==> src/rtl/exposure_sequencer.sv <==
// Capture sequencer for a CCD timing generator: shutter flush, timed exposure
// with optional flash, readout, and burst repetition with handshake watchdogs.
//
// state     | meaning
// ----------+-----------------------------------------------------------
// S_IDLE    | waiting for start; configuration is sampled on acceptance
// S_FLUSH   | electronic-shutter flush requested, waiting for eshut_done
// S_EXPOSE  | integrating for max(exp_lines,1) line ticks, flash enabled
// S_READOUT | frame transfer requested, waiting for frame_done
// S_NEXT    | one cycle: decide between another frame and sequence end
// S_ABORT   | sequence cancelled, waiting for the timing generator to idle
// S_ERROR   | handshake timed out, waiting for the timing generator to idle
module exposure_sequencer (
    input  logic        clk,
    input  logic        rst,
    input  logic        start,
    input  logic        abort,
    input  logic        cfg_mode,
    input  logic [7:0]  cfg_frames,
    input  logic [15:0] cfg_exp_lines,
    input  logic [15:0] cfg_line_clks,
    input  logic        cfg_flash_en,
    input  logic [15:0] cfg_timeout,
    output logic        eshut_req,
    input  logic        eshut_done,
    output logic        rd_req,
    input  logic        frame_done,
    input  logic        tgen_busy,
    output logic        tgen_en,
    output logic        flash_out,
    output logic        busy,
    output logic [7:0]  frame_cnt,
    output logic        seq_done,
    output logic        err
);

    typedef enum logic [2:0] {
        S_IDLE,
        S_FLUSH,
        S_EXPOSE,
        S_READOUT,
        S_NEXT,
        S_ABORT,
        S_ERROR
    } state_t;

    state_t      state;

    logic        mode_q;
    logic [7:0]  frames_q;
    logic [15:0] exp_lines_q;
    logic [15:0] line_clks_q;
    logic        flash_en_q;
    logic [15:0] timeout_q;

    logic [15:0] presc_cnt;
    logic [15:0] exp_cnt;
    logic [15:0] wd_cnt;

    logic        wd_expired;
    logic        line_tick;
    logic        exp_last;

    // exp_lines_q is stored already clamped to at least 1, so the subtraction cannot wrap
    assign wd_expired = (timeout_q != 16'd0) && (wd_cnt == timeout_q - 16'd1);
    assign line_tick  = (presc_cnt == line_clks_q);
    assign exp_last   = (exp_cnt == exp_lines_q - 16'd1);

    always_ff @(posedge clk) begin
        if (rst) begin
            state       <= S_IDLE;
            mode_q      <= 1'b0;
            frames_q    <= 8'd0;
            exp_lines_q <= 16'd0;
            line_clks_q <= 16'd0;
            flash_en_q  <= 1'b0;
            timeout_q   <= 16'd0;
            presc_cnt   <= 16'd0;
            exp_cnt     <= 16'd0;
            wd_cnt      <= 16'd0;
            eshut_req   <= 1'b0;
            rd_req      <= 1'b0;
            tgen_en     <= 1'b0;
            flash_out   <= 1'b0;
            busy        <= 1'b0;
            frame_cnt   <= 8'd0;
            seq_done    <= 1'b0;
            err         <= 1'b0;
        end else begin
            eshut_req <= 1'b0;
            rd_req    <= 1'b0;
            seq_done  <= 1'b0;

            // abort outranks every acknowledge and timeout in the same cycle
            if (abort && state != S_IDLE && state != S_ABORT) begin
                state     <= S_ABORT;
                tgen_en   <= 1'b0;
                flash_out <= 1'b0;
            end else begin
                case (state)
                    S_IDLE: begin
                        if (start && !abort) begin
                            mode_q      <= cfg_mode;
                            frames_q    <= cfg_frames;
                            exp_lines_q <= (cfg_exp_lines == 16'd0) ? 16'd1 : cfg_exp_lines;
                            line_clks_q <= cfg_line_clks;
                            flash_en_q  <= cfg_flash_en;
                            timeout_q   <= cfg_timeout;
                            frame_cnt   <= 8'd0;
                            err         <= 1'b0;
                            wd_cnt      <= 16'd0;
                            eshut_req   <= 1'b1;
                            tgen_en     <= 1'b1;
                            busy        <= 1'b1;
                            state       <= S_FLUSH;
                        end
                    end
                    S_FLUSH: begin
                        if (eshut_done) begin
                            presc_cnt <= 16'd0;
                            exp_cnt   <= 16'd0;
                            flash_out <= flash_en_q;
                            state     <= S_EXPOSE;
                        end else if (wd_expired) begin
                            err     <= 1'b1;
                            tgen_en <= 1'b0;
                            state   <= S_ERROR;
                        end else begin
                            wd_cnt <= wd_cnt + 16'd1;
                        end
                    end
                    S_EXPOSE: begin
                        if (line_tick) begin
                            presc_cnt <= 16'd0;
                            if (exp_last) begin
                                flash_out <= 1'b0;
                                rd_req    <= 1'b1;
                                wd_cnt    <= 16'd0;
                                state     <= S_READOUT;
                            end else begin
                                exp_cnt <= exp_cnt + 16'd1;
                            end
                        end else begin
                            presc_cnt <= presc_cnt + 16'd1;
                        end
                    end
                    S_READOUT: begin
                        if (frame_done) begin
                            if (frame_cnt != 8'hFF) begin
                                frame_cnt <= frame_cnt + 8'd1;
                            end
                            state <= S_NEXT;
                        end else if (wd_expired) begin
                            err     <= 1'b1;
                            tgen_en <= 1'b0;
                            state   <= S_ERROR;
                        end else begin
                            wd_cnt <= wd_cnt + 16'd1;
                        end
                    end
                    S_NEXT: begin
                        if (!mode_q || (frames_q != 8'd0 && frame_cnt == frames_q)) begin
                            seq_done <= 1'b1;
                            tgen_en  <= 1'b0;
                            busy     <= 1'b0;
                            state    <= S_IDLE;
                        end else begin
                            eshut_req <= 1'b1;
                            wd_cnt    <= 16'd0;
                            state     <= S_FLUSH;
                        end
                    end
                    S_ABORT, S_ERROR: begin
                        if (!tgen_busy) begin
                            busy  <= 1'b0;
                            state <= S_IDLE;
                        end
                    end
                    default: begin
                        tgen_en   <= 1'b0;
                        flash_out <= 1'b0;
                        busy      <= 1'b0;
                        state     <= S_IDLE;
                    end
                endcase
            end
        end
    end

endmodule

==> config.mk <==
export PLATFORM = sky130hd
export DESIGN_NAME = exposure_sequencer
export DESIGN_NICKNAME = d
export VERILOG_FILES = /design/src/rtl/exposure_sequencer.sv
export SDC_FILE = /design/constraint.sdc
export NUM_CORES = 1
export LEC_CHECK = 0
export BUFFER_PORTS_ARGS = -buffer_cell sky130_fd_sc_hd__buf_2
export CORE_MARGIN = 2
export CORE_UTILIZATION = 40
export CTS_CLUSTER_SIZE = 8
export DETAILED_ROUTE_END_ITERATION = 12
export PLACE_DENSITY = 0.69
export SLEW_MARGIN = 20
export SYNTH_ARGS = -nofsm -noshare
export SYNTH_HDL_FRONTEND = slang
export SYNTH_SLANG_ARGS = --single-unit
==> constraint.sdc <==
create_clock -name clk -period 9.7 [get_ports clk]
set_clock_uncertainty 0.1 [all_clocks]
set_input_delay 0.97 -clock clk [delete_from_list [all_inputs] [get_ports clk]]
set_output_delay 0.97 -clock clk [all_outputs]
set_load 0.005 [all_outputs]
## Word level (Yosys, flattened, before mapping)

Index checks and enable logic that the tools add are counted.

| word-level totals | value |
|---|---|
| register bits | 124 |
| logic and storage cells | 146 |
| output and inout port bits | 15 |
| input port bits | 65 |
| bits in writable memories | 0 |
| memories kept | 0 |
| bits in read-only memories | 0 |
| latch bits | 0 |

| operators by class | value |
|---|---|
| reductions and logical operators | 35 |
| divide/modulo/power cells | 0 |
| equal/unequal tests | 28 |
| add/sub/neg operators | 6 |
| bitwise operators | 7 |
| multiply operators | 0 |
| shift operators | 0 |
| $lt $le $gt $ge | 0 |
| mux-type cells | 51 |

Operators with widths:

| operator | count |
|---|---|
| 2-to-1 mux 16 bit | 12 |
| one-hot mux 16 bit (5 select lines) | 1 |
| one-hot mux 16 bit (2 select lines) | 2 |
| adder 16 x 1 -> 16 bit, second input constant | 3 |
| == test 16 bit | 3 |
| subtractor 16 x 1 -> 16 bit, second input constant | 2 |
| AND reduction 5 bit | 5 |
| 2-to-1 mux 3 bit | 8 |
| 2-to-1 mux 8 bit | 3 |
| != test 2 bit, second input constant | 12 |
| 2-to-1 mux 1 bit | 18 |
| one-hot mux 3 bit (6 select lines) | 1 |
| logical NOT 16 bit | 1 |
| one-hot mux 8 bit (2 select lines) | 1 |
| nonzero test 16 bit | 1 |
| != test 3 bit, second input constant | 5 |
| AND reduction 4 bit | 3 |
| == test 3 bit, second input constant | 3 |
| OR reduction 3 bit | 3 |
| adder 8 x 1 -> 8 bit, second input constant | 1 |
| == test 8 bit | 1 |
| != test 8 bit, second input constant | 1 |
| AND reduction 8 bit | 1 |
| nonzero test 8 bit | 1 |
| other kinds (18) | 35 |

## Depth between registers and ports, before layout

Gate-level depths: netlist of run 1.

| logic depth | value |
|---|---|
| depth after elaboration | 7 |
| gate-level depth with buffers | 13 |
| mapped depth without buffers | 10 |

## Worst setup path after synthesis of run 1

OpenSTA, ideal clock, no wires.

| timing path | value |
|---|---|
| path kind | reg-to-reg |
| start | register timeout_q[0] |
| end | register wd_cnt[9] |
| data required time | 9.484 ns |
| path slack | 6.339 ns |
| period minus slack after synthesis | 3.361 ns |
| data arrival time | 3.145 ns |
| setup time | 0.116 ns |
| buffers on the path | 3 |
| cell stages (with the launch flop) | 14 |
| cells stage by stage | dfxtp_1 inv_1 ha_1 or4b_1 buf_2 or4_4 or3_1 o2bb2ai_1 nor4b_2 and3_2 buf_6 buf_12 nor3_1 o211a_1 |

| on the way | value |
|---|---|
| longest elaborated chain between the ends | 6 |
| elaborated cells on any way between the ends | 8 |
| those cells by class | add/sub: 1; eq/ne: 1; mux: 4; reduce/logical: 2 |

Ends and longest elaborated chain:

| element | line | source |
|---|---|---|
| start: declaration | 54 | `logic [15:0] timeout_q;` |
| start signal: assignment | 108 | `timeout_q <= cfg_timeout;` |
| subtractor 16 x 1 -> 16 bit | 65 | `assign wd_expired = (timeout_q != 16'd0) && (wd_cnt == timeout_q - 16'd1);` |
| == test 16 bit | 65 |  |
| logical AND 1 bit (*) | 65 |  |
| 2-to-1 mux 16 bit (*) | n/a |  |
| 2-to-1 mux 16 bit (on tied branches) | n/a |  |
| one-hot mux 16 bit (5 select lines) (*) | n/a |  |
| end signal: assignment | 129 | `wd_cnt <= wd_cnt + 16'd1;` |
| end signal: assignment | 158 | `wd_cnt <= wd_cnt + 16'd1;` |
| end: declaration | 58 | `logic [15:0] wd_cnt;` |

Mark *: on every way between the ends. The rest lies on a longest branch, timed or not. The select of a mux whose other input is x is not followed.
A chain may end at the register's enable or synchronous reset.

## Worst setup path in the final report of run 1

| timing path | value |
|---|---|
| start | register exp_lines_q[2] |
| end | register exp_cnt[5] |

| on the way | value |
|---|---|
| longest elaborated chain between the ends | 4 |

Ends and longest elaborated chain:

| element | line | source |
|---|---|---|
| start: declaration | 51 | `logic [15:0] exp_lines_q;` |
| start signal: assignment | 105 | `exp_lines_q <= (cfg_exp_lines == 16'd0) ? 16'd1 : cfg_exp_lines;` |
| subtractor 16 x 1 -> 16 bit | 67 | `assign exp_last = (exp_cnt == exp_lines_q - 16'd1);` |
| == test 16 bit | 67 |  |
| != test 2 bit (no source line) | n/a |  |
| AND reduction 5 bit (no source line) | n/a |  |
| end signal: assignment | 141 | `exp_cnt <= exp_cnt + 16'd1;` |
| end: declaration | 57 | `logic [15:0] exp_cnt;` |

Every way passes these cells.

==> results of run 1 <==
-- stage by stage --
step / instance area (µm²) / power (µW) / cells
detailed placement: 7360 / 1041 / 1149
floorplan: 6879 / 937.4 / 895
global route: 7923 / 1735 / 1180
CTS: 7919 / 1652 / 1180
finish: 7923 / 1645 / 1180
global placement: 7360 / 1037 / 1149
-- power by group through the flow --
| stage | Sequential, µW | Combinational, µW | Clock [µW] |
|---|---|---|---|
| finish | 601 | 438 | 607 |
| CTS | 599 | 435 | 617 |
| detailed placement | 610 | 431 | 0 |
| global route | 607 | 487 | 641 |
| floorplan | 584 | 353 | 0 |
| global placement | 609 | 428 | 0 |
-- synthesized netlist by cell type (4+ instances only) --
library cell	number
o21ai_0	19
o211a_1	4
ha_1	6
and3_1	18
o31ai_1	11
a311oi_1	4
xnor2_1	32
nor3_1	24
inv_1	13
nor4_1	25
a31o_2	6
nor3b_1	4
or4_1	11
nand3_1	26
nor2_1	65
a211oi_1	4
nand2b_1	5
mux2i_1	7
or3_1	7
clkbuf_1	39
o211ai_1	5
nand4_1	14
a21oi_1	105
nand3b_1	4
dfxtp_1	124
a31oi_1	12
xor2_1	50
nand2_1	172
o21a_1	8
-- flip-flops by register name (all words and copies together) (netlist names), 8 cells and up --
| register | flops |
|---|---|
| exp_cnt | 16 |
| exp_lines_q | 16 |
| frame_cnt | 8 |
| frames_q | 8 |
| line_clks_q | 16 |
| presc_cnt | 16 |
| timeout_q | 16 |
| wd_cnt | 16 |
-- logic make-up after synthesis --
kind of cell,Yosys count
simple gates,397
compound gates,214
flops,124
xor+xnor,82
buf+inv,64
mux,8
fa+ha+maj,6
-- final cells by class --
cell class	count	area (µm²)
Clock buffer	20	436.7
Timing Repair Buffer	83	425.4
Fill cell	1708	8778
Sequential cell	124	2482
Multi-Input combinational cell	707	4124
Inverter	15	56.30
Tap cell	220	275.3
Clock inverter	11	122.6
-- metal layers --
layer | part of all wire, % | routed length [µm] | vias to the layer above | global-route usage [%]
met4 | 1.4 | 245 | 0 | 7.060
met3 | 4.7 | 818 | 23 | 3.928
met5 | 0 | 0 | - | 0
li1 | - | - | 3301 | -
met2 | 45 | 7870 | 172 | 30.43
met1 | 49 | 8475 | 3044 | 26.72
-- worst paths after layout --
kind / end / slack [ps] / cells after the start
min: line_clks_q[4] / 370 / 2
max: exp_cnt[5] / 5730 / 8
max reg2reg: exp_cnt[5] / 5730 / 8
min reg2reg: line_clks_q[4] / 370 / 2
-- worst reg2reg max path: stages (launching register included) --
cell,delay (ps)
dfxtp_1,370
nor3_1,850
nand3_1,130
a2111oi_0,690
o32ai_1,180
o31ai_1,710
a21oi_1,420
a21bo_2,330
a21oi_1,130
==> metrics, run 1 <==
# DRC 0; fin. max-slew vios 0; Max-cap violations 0; Placer Congestion 0.9205; Leakage 0.003095 µW; Hold Crit Class register to register; drt wl/cell 14.75 µm; antenna-violating nets left 0; WHS 368.1 ps; fin crit share 40.92%; area leader, netlist dfxtp_1; cts hold-fix bufs 0; pre-CTS setup slack 5854 ps; cells along the critical path nor3_1 -> nand3_1 -> a2111oi_0 -> o32ai_1 -> o31ai_1 -> a21oi_1 -> a21bo_2 -> a21oi_1; clk sink count 124; ys flop type dfxtp_1; cell internal pwr 1088 µW; count of different cell masters after synthesis 72; top cells by area, synth dfxtp_1 36%, nand2_1 9.4%, a21oi_1 7.6%, xor2_1 6.4%, xnor2_1 4.1%; layout cells sized above 1 13.54%; Synth Area in Compound Gates 19.44%; Critical Path AT 4220 ps; CP most frequent cell a21oi_1; Site Rows 47; number of synthesized flops with an enable pin 0; Switching Share 33.85%; first-pass GRT wire length 28940 µm; total CTS buffers 17; Post-Synthesis Net Count 966; H-tree depth 4; routed wire length 17410 µm; hold wc startpoint line_clks_q[4]; CTS resizes 0; worst-skew pair later-pin latency 420 ps; async set-reset flop share out of synthesis 0%; largest family of logic cells by synthesized area simple AND/OR/NAND/NOR gates; largest net degree at the start of global routing 70; worst setup margin 5730 ps; slowest cell on the critical path nor3_1; Worst-Margin Slew 1081 ps; total track usage 19.47%; flops & latches, synth 124; initial antenna violation count 0; CP Launch Point exp_lines_q[2]; max frequency 0.2519 GHz; synthesized instance count 895; # setup viols final 0; sequential power share 36.5%; crit path max fanout 12; WP data required 9950 ps; Buffers on Ports 79; Max Root-Sink Buffers 2; CP Launch Type register; post-synthesis average cell area 7.686 µm²; post-synthesis sequential area ratio 36.09%; CTS tree yes; die area 0.01826 mm²; Root Buffer clkbuf_16; Slew HR 27.40%; TritonRoute pass-1 iters 5; Gate power share 26.6%; Via Count 6540; Die X 135.1 µm; Clk network pwr share 36.9%; nets 1019; Crit path largest cell delay 850 ps; Reg clk slew, reported paths 60 ps; total grt overflow 0; hpwl dp 12080 µm; CP Capture Type register; most frequent cells in the layout 172 x nand2_1, 124 x dfxtp_1, 105 x a21oi_1; worst r2r src exp_lines_q[2]; status completed; Syn. warnings 0; top cell type's share of synthesized area 36.09%; delay-heaviest family, CP compound AO/OA/AOI/OAI gates; synthesized cell area 0.006879 mm²; NetSw 557.0 µW; post-route setup TNS 0 ps; n_diodes 0; Max VDD drop 153.0 µV; Pwr per Cell Area 207.7 mW/mm²; Iter 0 DRT Violations 574; mux cell area share after synthesis 1.182%; setup bufs post-CTS 0; commonest non-fill, non-tap cell in the layout nand2_1; Post-Synth Simple-Gate Area 27.65%; Top Ports 80; core area 0.01670 mm²; drt via density 5.542; minimum clock period 3970 ps; Fin. Hold Viols 0; final core utilization 47.44%; vias in the first global route 6025; Die Height 135.1 µm; Adder-Cell Fraction of Synth Area 1.091%; Area Overhead vs Synth 15.17%; RSZ-0062 raised after global routing no; initial core utilization 41.19%; XOR/XNOR Fraction of Synth Area 10.44%; WP buf/inv 0; kind of critical path register to register
Power figures use the tool's default switching activity.
==> run 2: changes to the inputs <==
--- a/config.mk
+++ b/config.mk
@@ -5,6 +5,7 @@
 export SDC_FILE = /design/constraint.sdc
 export NUM_CORES = 1
 export LEC_CHECK = 0
+export ABC_AREA = 1
 export BUFFER_PORTS_ARGS = -buffer_cell sky130_fd_sc_hd__buf_2
 export CORE_MARGIN = 2
 export CORE_UTILIZATION = 40
==> constraint.sdc (replaced) <==
create_clock -name clk -period 3.84 [get_ports clk]
set_clock_uncertainty 0.1 [all_clocks]
set_input_delay 0.384 -clock clk [delete_from_list [all_inputs] [get_ports clk]]
set_output_delay 0.384 -clock clk [all_outputs]
set_load 0.005 [all_outputs]
==> run 2 against run 1 <==
  * Count of clock-buffer cells in the layout is the same
  * Combinational power grew to 6.3 times the previous value
  * Global-route usage grew 0.59 points
  * Fmax grew 43%
  * Power grew to 3.8 times the previous value
  * Sequential share of layout area shrank 3.0 points
  * Sequential cell count is the same
  * Critical path depth grew 7
  * Synthesized cell count grew 28%
  * Worst setup slack lost 4700 ps
  * Clock power grew to 2.8 times the previous value
  * Hold slack lost 280 ps
  * Largest power group is now combinational cells
==> metrics, run 2 <==
status completed; Tot Pwr 6188 µW (+280%); Pwr per Cell Area 706.4 mW/mm² (+240%); Fillers 1901 (+11%); fin. max-slew vios 0 (unchanged); Slew HR 39.23% (+12 points); Iter 0 DRT Violations 383 (-33%); initial antenna violation count 0 (unchanged); flops & latches, synth 124 (unchanged); CP Capture Type register; drt wl/cell 13.38 µm (-9.3%); post-synthesis average cell area 6.659 µm² (-13%); die area 0.02022 mm² (+11%); Clk network pwr share 27.1% (-9.8 points); Reg clk slew, reported paths 60 ps (about the same); Post-DP Area 0.008140 mm² (+11%); drt via density 5.103 (-7.9%); post-synthesis sequential area ratio 32.50% (-3.6 points); area leader, netlist dfxtp_1; Max-cap violations 0 (unchanged); fin crit share 72.31% (+31 points); Placer Congestion 0.8758 (-4.9%); final core utilization 46.83% (-0.61 points); final instance area 0.008760 mm² (+11%); Leakage 0.003741 µW (+21%); synthesized cell area 0.007637 mm² (+11%); setup bufs post-CTS 0 (unchanged); Switching Share 43.49% (+9.6 points); cell internal pwr 3496 µW (+220%); crit path max fanout 21 (+9); Site Rows 50 (+6.4%); routed wire length 19540 µm (+12%); synthesized instance count 1147 (+28%); core area 0.01871 mm² (+12%); commonest non-fill, non-tap cell in the layout nand2_1; Worst-Margin Slew 905.4 ps (-175.3 ps); ys flop type dfxtp_1; sequential power share 28.4% (-8.1 points); layout cells sized above 1 15.59% (+2.1 points); NetSw 2691 µW (+380%); top cells by area, synth dfxtp_1 33%, nand2_1 12%, nor2_1 11%, xor2_1 6.0%, inv_1 4.8%; most frequent cells after synthesis 238 x nand2_1, 231 x nor2_1, 124 x dfxtp_1; Cells on Worst Hold Path 3 (+1); Area Overhead vs Synth 14.70%; Via Count 7450 (+14%); Gate power share 44.5% (+18 points); hpwl dp 14040 µm (+16%); Syn. warnings 0 (unchanged); Die X 142.2 µm (+5.2%); max frequency 0.3601 GHz (+43%); RSZ-0062 raised after global routing no; antenna-violating nets left 0 (unchanged); Max Root-Sink Buffers 2 (unchanged); final non-filler cell total 1460 (+24%); Fin. Hold Viols 0 (unchanged); number of synthesized flops with an enable pin 0 (unchanged); most frequent cells in the layout 238 x nand2_1, 231 x nor2_1, 124 x dfxtp_1; # DRC 0 (unchanged); Max VDD drop 328.5 µV (+110%); Top Ports 80 (unchanged); cts hold-fix bufs 0 (unchanged); vias in the first global route 6953 (+15%); top cell type's share of synthesized area 32.50% (-3.6 points); WP data required 4010 ps (-5940 ps); Buffers on Ports 79 (unchanged); worst-skew pair later-pin latency 420 ps (about the same); post-route setup TNS 0 ps (unchanged); clk sink count 124 (unchanged); CTS tree yes; H-tree depth 4 (unchanged); most numerous cell in the Yosys netlist nand2_1; total track usage 20.06% (+0.59 points); CTS resizes 0 (unchanged); kind of critical path register to register; async set-reset flop share out of synthesis 0% (unchanged); # setup viols final 0 (unchanged); cell count of the worst reg-to-reg path 15 (+7); initial core utilization 40.83% (-0.36 points); TritonRoute pass-1 iters 5 (unchanged); largest net degree at the start of global routing 59 (-16%); Hold Crit Class primary input to register; placed cells 1427 (+24%); nets 1283 (+26%); Die Height 142.2 µm (+5.2%); CP Launch Type register; total CTS buffers 17 (unchanged); first-pass GRT wire length 32970 µm (+14%); count of different cell masters after synthesis 52 (-28%); Root Buffer clkbuf_16; minimum clock period 2777 ps (-1193 ps); Critical Path AT 2950 ps (-1270 ps); Post-Synthesis Net Count 1218 (+26%); total grt overflow 0 (unchanged)
run 2: cell count changes after synthesis, moves of 18 or more:
| cell | previous run | this run |
|---|---|---|
| nor2_1 | 65 | 231 |
| inv_1 | 13 | 97 |
| nand2_1 | 172 | 238 |
| a21oi_1 | 105 | 46 |
| o21ai_0 | 19 | 64 |
| nand3_1 | 26 | 57 |
| nand4_1 | 14 | 37 |
| clkbuf_1 | 39 | 18 |
| and3_1 | 18 | 0 |
run 2: power by group through the flow:
| stage | Sequential (µW) | Combinational, µW | Clock (µW) |
|---|---|---|---|
| 3_3_place_gp | 1780 | 2700 | 0 |
| 4_1_cts | 1760 | 2760 | 1700 |
| 2_1_floorplan | 1710 | 2300 | 0 |
| 6_report | 1760 | 2750 | 1680 |
| 3_5_place_dp | 1780 | 2740 | 0 |
| 5_1_grt | 1790 | 3160 | 1770 |
run 2: layout make-up:
class	count	area [µm²]	share of cell area, %
Multi-Input combinational cell	874	4508	51.46
Sequential cell	124	2482	28.34
Clock buffer	20	456.7	5.214
Timing Repair Buffer	84	432.9	4.942
Inverter	111	424.2	4.842
Tap cell	234	292.8	3.342
Clock inverter	12	160.2	1.828
Antenna cell	1	2.502	0.02857
run 2: worst paths after layout:
check,startpoint,to,slack [ps]
worst min register to register,busy,busy,370
worst min-delay path,cfg_line_clks[7],line_clks_q[7],80
worst max-delay path,exp_lines_q[0],wd_cnt[14],1060
worst max register to register,exp_lines_q[0],wd_cnt[14],1060
run 2: cell families (layout without fill, tap and decap cells):
family / count (synthesis) / count (layout) / share of synthesized area [%]
other cells: 0 / 1 / 0
xor+xnor: 71 / 71 / 8.322
compound gates: 147 / 147 / 10.91
flops: 124 / 124 / 32.50
buf+inv: 149 / 227 / 8.470
simple gates: 650 / 650 / 38.81
fa+ha+maj: 6 / 6 / 0.9829
run 2: metal layers:
layer	global-route usage (%)	part of all wire, %	up-vias
li1	-	-	3845
met1	25.60	46	3405
met2	33.28	47	173
met3	4.812	5.1	27
met4	6.737	1.8	0
met5	0	0	-
run 2: critical path, stage by stage, from the launching register on:
cell	delay [ps]
dfxtp_1	300
inv_1	140
ha_1	260
inv_2	60
nor2_4	110
nand2_1	100
nor2_4	140
nand2_1	70
nand2_1	80
nand4_1	90
nor2_1	190
nand4_1	140
nand2_2	360
nand3_4	280
nand2_1	130
a21oi_1	70
run 2: per-stage QoR:
stage                     setup slack, ps  hold WS, ps
after floorplan                      1657        346.6
after global placement               1161        359.1
after detailed placement             1070        363.8
after CTS                            1076        72.48
after global routing                674.0        77.89
final                                1063        84.75
==> run 3: changes to the inputs <==
--- a/config.mk
+++ b/config.mk
@@ -5,7 +5,7 @@
 export SDC_FILE = /design/constraint.sdc
 export NUM_CORES = 1
 export LEC_CHECK = 0
-export ABC_AREA = 1
+export ABC_AREA = 0
 export BUFFER_PORTS_ARGS = -buffer_cell sky130_fd_sc_hd__buf_2
 export CORE_MARGIN = 2
 export CORE_UTILIZATION = 40
==> constraint.sdc (replaced) <==
create_clock -name clk -period 2.9 [get_ports clk]
set_clock_uncertainty 0.1 [all_clocks]
set_input_delay 0.29 -clock clk [delete_from_list [all_inputs] [get_ports clk]]
set_output_delay 0.29 -clock clk [all_outputs]
set_load 0.005 [all_outputs]
==> run 3 against run 2 <==
  * The flow now finishes with violations (setup timing)
  * First-iteration DRC count up 58%
  * Cell count is 11% lower
  * Global-route usage rose by 1.2 points
  * Critical endpoint is now wd_cnt[6]
  * Largest cell class unchanged
==> metrics, run 3 (same netlist as run 1, synthesis figures left out) <==
status finished with violations; failing checks setup timing; Iter 0 DRT Violations 607 (+58%); nets 1133 (-12%); Site Rows 47 (-6.0%); antenna-violating nets left 0 (unchanged); largest net degree at the start of global routing 42 (-29%); core area 0.01670 mm² (-11%); Via Count 7192 (-3.5%); Top Ports 80 (unchanged); WP data required 3160 ps (-850 ps); Die Height 135.1 µm (-5.0%); most frequent cells in the layout 172 x nand2_1, 120 x dfxtp_1, 95 x a21oi_1; die area 0.01826 mm² (-9.7%); H-tree depth 4 (unchanged); Area Overhead vs Synth 35.03%; Fin. Hold Viols 0 (unchanged); max frequency 0.3288 GHz (-8.7%); CP Launch Type register; Clk network pwr share 35.6% (+8.5 points); layout cells sized above 1 25.77% (+10 points); Max Root-Sink Buffers 2 (unchanged); worst setup margin -141.5 ps (-1205 ps); vias in the first global route 6576 (-5.4%); commonest non-fill, non-tap cell in the layout nand2_1; hpwl dp 13330 µm (-5.0%); Leakage 0.003796 µW (+1.5%); drt via density 5.554 (+8.8%); # DRC 0 (unchanged); Gate power share 33.8% (-11 points); post-route setup TNS -2056 ps (-2056 ps); Buffers on Ports 79 (unchanged); initial core utilization 41.19% (+0.36 points); final instance area 0.009289 mm² (+6.0%); Max VDD drop 469.0 µV (+43%); drt wl/cell 15.22 µm (+14%); Hold Crit Class primary input to register; RSZ-0062 raised after global routing yes; WHS 6.420 ps (-78.33 ps); Reg clk slew, reported paths 60 ps (about the same); initial antenna violation count 0 (unchanged); routed wire length 19720 µm (+0.89%); cell internal pwr 4236 µW (+21%); Placer Congestion 0.9294 (+6.1%); Slew HR 53.77% (+15 points); Pwr per Cell Area 681.8 mW/mm² (-3.5%); Switching Share 33.12% (-10 points); NetSw 2098 µW (-22%); worst-skew pair later-pin latency 420 ps (about the same); fin. max-slew vios 0 (unchanged); sequential power share 30.6% (+2.2 points); final core utilization 55.62% (+8.8 points); crit path max fanout 12 (-43%); Worst-Margin Slew 693.4 ps (-212.0 ps); n_diodes 0 (-1); CTS tree yes; fin crit share 104.9% (+33 points); total grt overflow 0 (unchanged); first-pass GRT wire length 31430 µm (-4.7%); kind of critical path register to register; TritonRoute pass-1 iters 7 (+2); total CTS buffers 17 (unchanged); Root Buffer clkbuf_16; Post-DP Area 0.008038 mm² (-1.3%); # setup viols final 21 (+21); Max-cap violations 0 (unchanged); CP Capture Type register; clk sink count 124 (unchanged); Critical Path AT 3300 ps (+350 ps); total track usage 21.30% (+1.2 points); Die X 135.1 µm (-5.0%); minimum clock period 3042 ps (+264.8 ps)
run 3: repair_timing:
action / in CTS / in global routing
gates resized for setup: 20 / 49
buffers inserted: 3 / 8
hold endpoints to repair: 22 / 0
cloned: 1 / 2
endpoints found under the setup margin: 31 / 39
pin swaps: 6 / 23
hold buffers: 22 / 0
run 3: through the flow:
step	std cells	setup WS, ps	total power, µW
6_report	1295	-141.5	6334
5_1_grt	1295	-249.1	6646
4_1_cts	1286	-142.2	6183
3_5_place_dp	1228	-228.1	3814
3_3_place_gp	1228	-169.9	3799
2_1_floorplan	895	-275.9	3167
run 3: cell type report:
type / count / area (µm²)
tap: 220 / 275.3
clock buffer: 17 / 425.4
fill: 1548 / 7412
inverter: 15 / 58.81
timing repair buffer: 197 / 1441
clock inverter: 15 / 197.7
multi-input combinational: 707 / 4398
sequential: 124 / 2492
run 3: layer usage:
metal / vias up / part of all wire (%) / global-route usage, %
li1: 3529 / - / -
met1: 3382 / 46 / 28.26
met2: 237 / 46 / 34.57
met3: 44 / 5.7 / 4.078
met4: 0 / 2.2 / 7.870
met5: - / 0 / 0
run 3: critical path, cell delays in order (launching register included):
cell and delay, ps:
dfxtp_2 320, inv_2 60, ha_4 120, or4b_4 460, or4_4 460, or3_1 340
o2bb2ai_2 140, nor4b_4 260, and3_4 310, buf_12 150, o31ai_1 90, a21oi_2 140
run 3: worst paths after layout:
| path | start | end | slack (ps) | cells after the start |
|---|---|---|---|---|
| max | timeout_q[1] | wd_cnt[6] | -140 | 11 |
| min | cfg_timeout[3] | timeout_q[3] | 6 | 3 |
| min reg2reg | line_clks_q[6] | line_clks_q[6] | 370 | 2 |
| max reg2reg | timeout_q[1] | wd_cnt[6] | -140 | 11 |
run 3: power by group through the flow:
stage          Combinational, µW  Clock (µW)  Sequential, µW
6_report                    2140        2250            1940
3_5_place_dp                1840           0            1970
3_3_place_gp                1830           0            1970
2_1_floorplan               1210           0            1960
5_1_grt                     2340        2350            1960
4_1_cts                     1980        2270            1940
